File: src/rtl/seven_seg_reader.sv
// Recovers hex digits from a multiplexed active-low 7-segment bus with debounce and valid/ready output.
// Define SEVSEG_FRAME_EN to build the full-frame assembler (frame/frame_valid); otherwise they are tied to 0.
module seven_seg_reader #(
    parameter int unsigned NUM_DIGITS    = 4,
    parameter int unsigned STABLE_CYCLES = 8,
    localparam int unsigned IdxW         = $clog2(NUM_DIGITS)
) (
    input  logic                    clk,
    input  logic                    rst_n,
    input  logic [6:0]              seg_n,
    input  logic [NUM_DIGITS-1:0]   dig_sel_n,
    output logic                    out_valid,
    input  logic                    out_ready,
    output logic [3:0]              out_digit,
    output logic [IdxW-1:0]         out_index,
    output logic                    out_err,
    output logic                    overflow,
    output logic [4*NUM_DIGITS-1:0] frame,
    output logic                    frame_valid
);

    localparam int unsigned CntW = $clog2(STABLE_CYCLES + 1);
    localparam logic [CntW-1:0] CntMax = CntW'(STABLE_CYCLES);
    localparam logic [CntW-1:0] CntOne = CntW'(1);

    localparam logic [1:0] StIdle   = 2'd0;
    localparam logic [1:0] StSettle = 2'd1;
    localparam logic [1:0] StHold   = 2'd2;

    // Returns {err, digit}
    function automatic logic [4:0] decode(input logic [6:0] s);
        logic [4:0] r;
        case (s)
            7'h01:   r = {1'b0, 4'h0};
            7'h4F:   r = {1'b0, 4'h1};
            7'h12:   r = {1'b0, 4'h2};
            7'h06:   r = {1'b0, 4'h3};
            7'h4C:   r = {1'b0, 4'h4};
            7'h24:   r = {1'b0, 4'h5};
            7'h20:   r = {1'b0, 4'h6};
            7'h0F:   r = {1'b0, 4'h7};
            7'h00:   r = {1'b0, 4'h8};
            7'h04:   r = {1'b0, 4'h9};
            7'h08:   r = {1'b0, 4'hA};
            7'h60:   r = {1'b0, 4'hB};
            7'h31:   r = {1'b0, 4'hC};
            7'h42:   r = {1'b0, 4'hD};
            7'h30:   r = {1'b0, 4'hE};
            7'h38:   r = {1'b0, 4'hF};
            default: r = {1'b1, 4'h0};
        endcase
        return r;
    endfunction

    logic [6:0]            seg_s1_q, seg_s2_q;
    logic [NUM_DIGITS-1:0] dig_s1_q, dig_s2_q;
    logic [6:0]            lat_seg_q, lat_seg_d;
    logic [NUM_DIGITS-1:0] lat_dig_q, lat_dig_d;
    logic [CntW-1:0]       cnt_q, cnt_d;
    logic [1:0]            state_q, state_d;
    logic                  valid_q, valid_d;
    logic [3:0]            digit_q, digit_d;
    logic [IdxW-1:0]       index_q, index_d;
    logic                  err_q, err_d;
    logic                  ovf_q, ovf_d;

    logic [NUM_DIGITS-1:0] dig_on;
    logic                  active;
    logic                  same;
    logic                  capture;
    logic                  load;
    logic [4:0]            cap_dec;
    logic [IdxW-1:0]       cap_idx;

    assign dig_on = ~dig_s2_q;
    assign active = (dig_on != '0) && ((dig_on & (dig_on - NUM_DIGITS'(1))) == '0)
                    && (seg_s2_q != 7'h7F);
    assign same   = (seg_s2_q == lat_seg_q) && (dig_s2_q == lat_dig_q);

    always_comb begin
        state_d   = state_q;
        cnt_d     = cnt_q;
        lat_seg_d = lat_seg_q;
        lat_dig_d = lat_dig_q;
        capture   = 1'b0;
        case (state_q)
            StIdle: begin
                if (active) begin
                    lat_seg_d = seg_s2_q;
                    lat_dig_d = dig_s2_q;
                    cnt_d     = CntOne;
                    state_d   = StSettle;
                end
            end
            StSettle: begin
                if (!active) begin
                    cnt_d   = '0;
                    state_d = StIdle;
                end else if (same) begin
                    if (cnt_q < CntMax) begin
                        cnt_d = cnt_q + CntOne;
                    end
                    if (cnt_q + CntOne == CntMax) begin
                        capture = 1'b1;
                        state_d = StHold;
                    end
                end else begin
                    lat_seg_d = seg_s2_q;
                    lat_dig_d = dig_s2_q;
                    cnt_d     = CntOne;
                end
            end
            StHold: begin
                if (!active) begin
                    cnt_d   = '0;
                    state_d = StIdle;
                end else if (!same) begin
                    lat_seg_d = seg_s2_q;
                    lat_dig_d = dig_s2_q;
                    cnt_d     = CntOne;
                    state_d   = StSettle;
                end
            end
            default: begin
                cnt_d   = '0;
                state_d = StIdle;
            end
        endcase
    end

    // A capture only fires while the live sample equals the latched pair.
    assign cap_dec = decode(lat_seg_q);

    always_comb begin
        cap_idx = '0;
        for (int i = 0; i < NUM_DIGITS; i++) begin
            if (!lat_dig_q[i]) begin
                cap_idx = IdxW'(i);
            end
        end
    end

    assign load = capture && (!valid_q || out_ready);

    always_comb begin
        valid_d = valid_q;
        digit_d = digit_q;
        index_d = index_q;
        err_d   = err_q;
        ovf_d   = ovf_q;
        if (valid_q && out_ready) begin
            valid_d = 1'b0;
        end
        if (load) begin
            valid_d = 1'b1;
            digit_d = cap_dec[3:0];
            index_d = cap_idx;
            err_d   = cap_dec[4];
        end else if (capture) begin
            ovf_d = 1'b1;
        end
    end

    always_ff @(posedge clk) begin
        if (!rst_n) begin
            seg_s1_q  <= 7'h7F;
            seg_s2_q  <= 7'h7F;
            dig_s1_q  <= '1;
            dig_s2_q  <= '1;
            lat_seg_q <= 7'h7F;
            lat_dig_q <= '1;
            cnt_q     <= '0;
            state_q   <= StIdle;
            valid_q   <= 1'b0;
            digit_q   <= '0;
            index_q   <= '0;
            err_q     <= 1'b0;
            ovf_q     <= 1'b0;
        end else begin
            seg_s1_q  <= seg_n;
            seg_s2_q  <= seg_s1_q;
            dig_s1_q  <= dig_sel_n;
            dig_s2_q  <= dig_s1_q;
            lat_seg_q <= lat_seg_d;
            lat_dig_q <= lat_dig_d;
            cnt_q     <= cnt_d;
            state_q   <= state_d;
            valid_q   <= valid_d;
            digit_q   <= digit_d;
            index_q   <= index_d;
            err_q     <= err_d;
            ovf_q     <= ovf_d;
        end
    end

    assign out_valid = valid_q;
    assign out_digit = digit_q;
    assign out_index = index_q;
    assign out_err   = err_q;
    assign overflow  = ovf_q;

`ifdef SEVSEG_FRAME_EN
    logic [4*NUM_DIGITS-1:0] frame_q, frame_d;
    logic [NUM_DIGITS-1:0]   seen_q, seen_d, seen_n;
    logic                    fv_q, fv_d;

    always_comb begin
        frame_d = frame_q;
        seen_d  = seen_q;
        seen_n  = seen_q | (NUM_DIGITS'(1) << cap_idx);
        fv_d    = 1'b0;
        if (load) begin
            if (cap_dec[4]) begin
                seen_d = '0;
            end else begin
                frame_d[4*cap_idx +: 4] = cap_dec[3:0];
                if (&seen_n) begin
                    fv_d   = 1'b1;
                    seen_d = '0;
                end else begin
                    seen_d = seen_n;
                end
            end
        end
    end

    always_ff @(posedge clk) begin
        if (!rst_n) begin
            frame_q <= '0;
            seen_q  <= '0;
            fv_q    <= 1'b0;
        end else begin
            frame_q <= frame_d;
            seen_q  <= seen_d;
            fv_q    <= fv_d;
        end
    end

    assign frame       = frame_q;
    assign frame_valid = fv_q;
`else
    assign frame       = '0;
    assign frame_valid = 1'b0;
`endif

endmodule

File: config.mk
export PLATFORM = sky130hd
export DESIGN_NAME = seven_seg_reader
export DESIGN_NICKNAME = d
export VERILOG_FILES = /design/src/rtl/seven_seg_reader.sv
export SDC_FILE = /design/constraint.sdc
export NUM_CORES = 1
export LEC_CHECK = 0
export ABC_CLOCK_PERIOD_IN_PS = 3300
export CAP_MARGIN = 20
export CORE_MARGIN = 5
export CORE_UTILIZATION = 40
export CTS_CLUSTER_SIZE = 30
export DETAILED_ROUTE_END_ITERATION = 7
export GPL_TIMING_DRIVEN = 0
export HOLD_SLACK_MARGIN = 0.05
export SLEW_MARGIN = 20
export SYNTH_ARGS = -nofsm -noshare
export SYNTH_HDL_FRONTEND = slang
export SYNTH_SLANG_ARGS = --single-unit
File: constraint.sdc
create_clock -name clk -period 3.3 [get_ports clk]
set_input_delay 0.66 -clock clk [delete_from_list [all_inputs] [get_ports clk]]
set_output_delay 0.66 -clock clk [all_outputs]
set_load 0.02 [all_outputs]
**Yosys cells after proc, flatten, opt, wreduce, memory -nomap -nowiden**

Index checks and enable logic that the tools add are counted.

- Output and inout bits: 26
- Bits of input ports: 14
- Bits in registers: 48

- Bitwise logic cells: 3
- $lt $le $gt $ge: 1
- Equality and inequality tests: 28
- Reduce and logical (&&, ||, !) cells: 18
- Add/sub/neg operators: 2
- Multiplexer cells: 32

Operators with widths:

| kind | count |
|---|---|
| $pmux W5 S16 | 1 |
| $mux W4 | 9 |
| $eq A7 B6 Y1 const B | 5 |
| $eq A7 B7 Y1 const B | 4 |
| $mux W7 | 3 |
| $mux W2 | 8 |
| $eq A7 B3 Y1 const B | 2 |
| $eq A7 B4 Y1 const B | 2 |
| $pmux W7 S2 | 1 |
| $pmux W4 S3 | 1 |
| $ne A3 B3 Y1 const B | 3 |
| $pmux W4 S2 | 1 |
| $reduce_and A4 Y1 | 2 |
| $eq A7 B1 Y1 const B | 1 |
| $eq A7 B5 Y1 const B | 1 |
| $eq A7 B7 Y1 | 1 |
| $logic_not A7 Y1 | 1 |
| $mux W1 | 7 |
| $ne A7 B7 Y1 const B | 1 |
| $pmux W2 S3 | 1 |
| $logic_and A1 B1 Y1 | 5 |
| $add A4 B1 Y4 const B | 1 |
| $and A4 B4 Y4 | 1 |
| $eq A4 B4 Y1 | 1 |
| 19 further kinds | 21 |

**Logic depth before layout (Yosys ltp)**

- Depth after elaboration: 11
- Depth in mapped cells: 8

**Worst setup path after synthesis**

No wires, ideal clock.

- Kind: flip-flop to flip-flop
- Start point: reg lat_seg_q[5]
- End point: reg err_q, in the netlist out_err
- Path buffers: 1
- Setup time: 121 ps
- Setup slack: 1,610 ps
- Arrival time: 1,570 ps
- Data required time: 3,179 ps
- Stages on the path, launching flop included: 7
- Cells stage by stage: dfxtp_1 > buf_2 > or2_0 > or4b_1 > o21ai_1 > nor4_1 > mux2_2

- Word-level cells in the longest chain between the ends: 6
- Elaborated cells on any way between the ends: 23
- Those cells by class: eq/ne: 16; mux: 4; reduce/logical: 3

Ends and longest elaborated chain:

| element | line | RTL |
|---|---|---|
| start: declaration | 57 | `logic [6:0] lat_seg_q, lat_seg_d;` |
| start signal: assignment | 184 | `lat_seg_q <= lat_seg_d;` |
| $eq A7 B7 Y1 | 78 | `assign same = (seg_s2_q == lat_seg_q) && (dig_s2_q == lat_dig_q);` |
| $logic_and A1 B1 Y1 | 78 |  |
| $mux W1 | 99 | `end else if (same) begin` |
| $mux W1 | 96 | `if (!active) begin` |
| $mux W1 | 86 | `case (state_q)` |
| $logic_and A1 B1 Y1 | 143 | `assign load = capture && (!valid_q \|\| out_ready);` |
| end signal: assignment | 191 | `err_q <= err_d;` |
| end: declaration | 64 | `logic err_q, err_d;` |

Parallel ways exist; a longest one is shown, timed or not.
A chain may end at the register's enable or synchronous reset.

**Worst setup path in the final report**

- Start point: reg dig_s2_q[1]
- End point: reg lat_seg_q[5]

- Word-level cells in the longest chain between the ends: 8
- Elaborated cells on any way between the ends: 13
- Those cells by class: add/sub: 1; eq/ne: 4; bitwise: 2; reduce/logical: 6

Ends and longest elaborated chain:

| element | line | RTL |
|---|---|---|
| start: declaration | 56 | `logic [NUM_DIGITS-1:0] dig_s1_q, dig_s2_q;` |
| start signal: assignment | 183 | `dig_s2_q <= dig_s1_q;` |
| $not A4 Y4 | 75 | `assign dig_on = ~dig_s2_q;` |
| $sub A4 B1 Y4 | 76 | `assign active = (dig_on != '0) && ((dig_on & (dig_on - NUM_DIGITS'(1))) == '0)` |
| $and A4 B4 Y4 | 76 |  |
| $logic_not A4 Y1 | 76 |  |
| $logic_and A1 B1 Y1 | 76 |  |
| $logic_and A1 B1 Y1 | 77 | `&& (seg_s2_q != 7'h7F);` |
| $ne A2 B2 Y1 (no source line) or $ne A2 B1 Y1 (tied branches) | - |  |
| $reduce_and A4 Y1 (no source line) (*) | - |  |

Mark *: on every way between the ends. The rest lies on a longest branch, timed or not.

==> impl_metrics.ini <==
[logic_synthesis]
syn_area_sq_um = 2590
syn-instance-count = 300
async_reset_ff_frac = 0
avgSynthCellArea_sq_um = 8.63
synth-seq-area-share = 0.371
synthesis.yosys.warnings = 0
postSynth.topFlopCell = dfxtp_1
synth_enable_flop_cells = 0
synth_seq_cells = 48
post_synth_num_cell_types = 59

[die]
dieWidth_um = 90.5
initial_utilization = 0.410
die_h_um = 90.5
coreArea_sq_um = 6310
fp.dieArea_sq_um = 8180
rows = 29
io_pins = 40

[final_layout]
final_design_area_no_fill_sq_um = 3090
filler_cell_count = 626
post_route_cells_drive_above_1_share = 0.113
layout-area-overhead-vs-synth_pct = 19.1
antenna-diode-count = 0
nets = 363

[status]
status = finished, final reports clean

[cts]
cts_setup_buffers = 0
post_cts.resized_instances = 0
number_of_clock_buffers_inserted_by_tritoncts = 5
clock_tree_buf_depth = 2
clock-root-buffer = clkbuf_8
clock_sinks = 48
tritoncts = built
clock_latency_at_the_later_pin_of_the_worst_skew_pair_ns = 0.30
cts_max_level = 2
clkSlewWorstSetupHoldPaths_ns = 0.08
cts_hold_repair.buffers = 0

[global_route]
first_global_vias = 1976
antenna_violations_before_repair = 0
global_route_wire_length_before_repair_mm = 9.20
grt_remaining_overflow = 0
global_route.usage.total = 0.132
grt_start_max_net_pins = 15

[timing]
worst_slew_margin_rel = 0.664
rsz0062_at_grt = false
finalSetupViolCount = 0
fmaxAchievable_mhz = 513
worst-slew-pin-transition_ns = 0.504
layout_setup_ws_ns = 1.35
worst_clock_skew_ns = 0.00945
final-hold-violation-count = 0
final_max_slew_viol_count = 0
setup-tns-final_ns = 0
finalCriticalPeriod_ns = 1.95
post_route_fraction_of_the_period_consumed_by_the_critical_path = 0.591

[critical_path]
critical_path_peak_fanout = 10
worst_ep_arrival_time_ns = 2.18
critical_path_required_ns = 3.53
kind_of_start_point_of_the_critical_path = flop
worstSetupEndpointType = flop
timing.setup.critical_path_class = flop to flop

[route]
avgRoutedWirePerCell_um = 12.6
avgViaCountPerCell = 5.10
detailroute.via_count = 2146
drt_pass_1_iters = 4
drc = 0
wl_mm = 5.31
ant_nets = 0
drt_iter0_drc = 151

[pwr]
leakage_nw = 1.23
cellPowerDensity_nw_per_um2 = 460
power.ir.vdd_worst_mv = 0.301

[placement]
pre_cts_ws_ns = 1.12
dpl.hpwl_mm = 3.89
dpl-instance-area_sq_um = 2960
gp_congestion = 0.844
place.port_buffers = 21

[flow_run]
maxCapViolations = 0

[min_path]
timing.hold.worst.class = flop to flop
worst max-delay path: stages (launching register included):
cell and delay, ns:
dfxtp_1 0.45, xor2_1 0.14, nor4_2 0.45, and4_1 0.27
clkbuf_1 0.33, o21ai_0 0.14, nand3_1 0.11
Yosys cell counts, types with 3 or more instances:
| cell | instances | share of area |
|---|---|---|
| nor2_1 | 8 | 0.012 |
| o31ai_1 | 3 | 0.0087 |
| xor2_1 | 11 | 0.037 |
| nor3_1 | 3 | 0.0058 |
| dfxtp_1 | 48 | 0.37 |
| a21oi_1 | 11 | 0.021 |
| and4b_1 | 3 | 0.012 |
| nand2b_1 | 24 | 0.058 |
| clkbuf_1 | 18 | 0.026 |
| buf_4 | 18 | 0.052 |
| inv_1 | 6 | 0.0087 |
| nand4_1 | 6 | 0.014 |
| mux2i_1 | 9 | 0.035 |
| o21ai_0 | 17 | 0.033 |
| nand3b_1 | 3 | 0.0087 |
| o21ai_1 | 4 | 0.0077 |
| nand2_1 | 18 | 0.026 |
| ha_1 | 5 | 0.024 |
| and2_1 | 3 | 0.0072 |
| and3_1 | 3 | 0.0072 |
| a31oi_1 | 3 | 0.0072 |
| nand3_1 | 27 | 0.052 |
| nand4b_1 | 4 | 0.014 |
worst paths after layout:
kind	depth (start not counted)	slack, ns	end	start
worst max register to register	6	1.35	lat_seg_q[5]	dig_s2_q[1]
worst min-delay path	1	0.41	seg_s2_q[5]	seg_s1_q[5]
worst max-delay path	6	1.35	lat_seg_q[5]	dig_s2_q[1]
worst min register to register	1	0.41	seg_s2_q[5]	seg_s1_q[5]
report_power, final:
group	internal, mW	leakage (nW)	switching [mW]
clock	0.298	0.0642	0.187
sequential	0.612	0.394	0.0298
combinational	0.124	0.770	0.169
total	1.03	1.23	0.386
layout by cell type (no fill, tap or decap), types with 3 or more instances in the layout:
master / n
o21ai_0: 17
nand4b_1: 4
a31oi_1: 3
and2_1: 3
and4b_1: 3
conb_1: 17
a21oi_1: 11
o21ai_1: 4
nor3_1: 3
clkbuf_8: 5
nand2b_1: 24
and3_1: 3
buf_4: 18
nand4_1: 6
o31ai_1: 3
mux2i_1: 9
nand3b_1: 3
clkdlybuf4s50_1: 21
nand2_1: 18
clkbuf_1: 18
xor2_1: 11
nor2_1: 8
inv_1: 6
dfxtp_1: 48
ha_1: 5
nand3_1: 27
kinds of logic after synthesis:
kind of cell    share of synthesized area
compound gates                      0.132
xor+xnor                           0.0440
fa+ha+maj                          0.0242
buf+inv                            0.0966
flops                               0.371
mux                                0.0391
other cells                       0.00145
simple gates                        0.292
sequential cells by signal, summed over array words and instances, names as in the netlist:
register,cells
out_digit,4
overflow,1
dig_s2_q,4
lat_dig_q,4
cnt_q,4
seg_s1_q,7
out_valid,1
dig_s1_q,4
lat_seg_q,7
out_err,1
state_q,2
out_index,2
seg_s2_q,7
layout make-up:
cell class | count | area [sq um] | area share
Multi-Input combinational cell | 223 | 1440 | 0.466
Sequential cell | 48 | 961 | 0.311
Buffer | 39 | 228 | 0.0738
Timing Repair Buffer | 21 | 210 | 0.0681
Tap cell | 77 | 96.3 | 0.0312
Clock buffer | 5 | 68.8 | 0.0223
Clock inverter | 2 | 60.1 | 0.0195
Inverter | 6 | 22.5 | 0.00730
stage by stage:
stage | cells | util | hold WS (ns) | power, mW
6_report | 421 | 0.489 | 0.409 | 1.42
4_1_cts | 421 | 0.489 | 0.412 | 1.44
3_5_place_dp | 414 | 0.468 | 0.392 | 0.946
3_3_place_gp | 414 | 0.468 | 0.390 | 0.942
2_1_floorplan | 316 | - | 0.386 | 0.877
5_1_grt | 421 | 0.489 | 0.424 | 1.50
routing by layer:
metal	vias to the layer above	wire (um)	GRT usage	share of wire
met4	0	53	0.0310	0.010
met5	-	0	0	0
met3	5	328	0.0333	0.062
met1	971	2520	0.178	0.47
li1	1116	-	-	-
met2	54	2420	0.211	0.45
No activity file was read; power rests on OpenSTA's default activity.
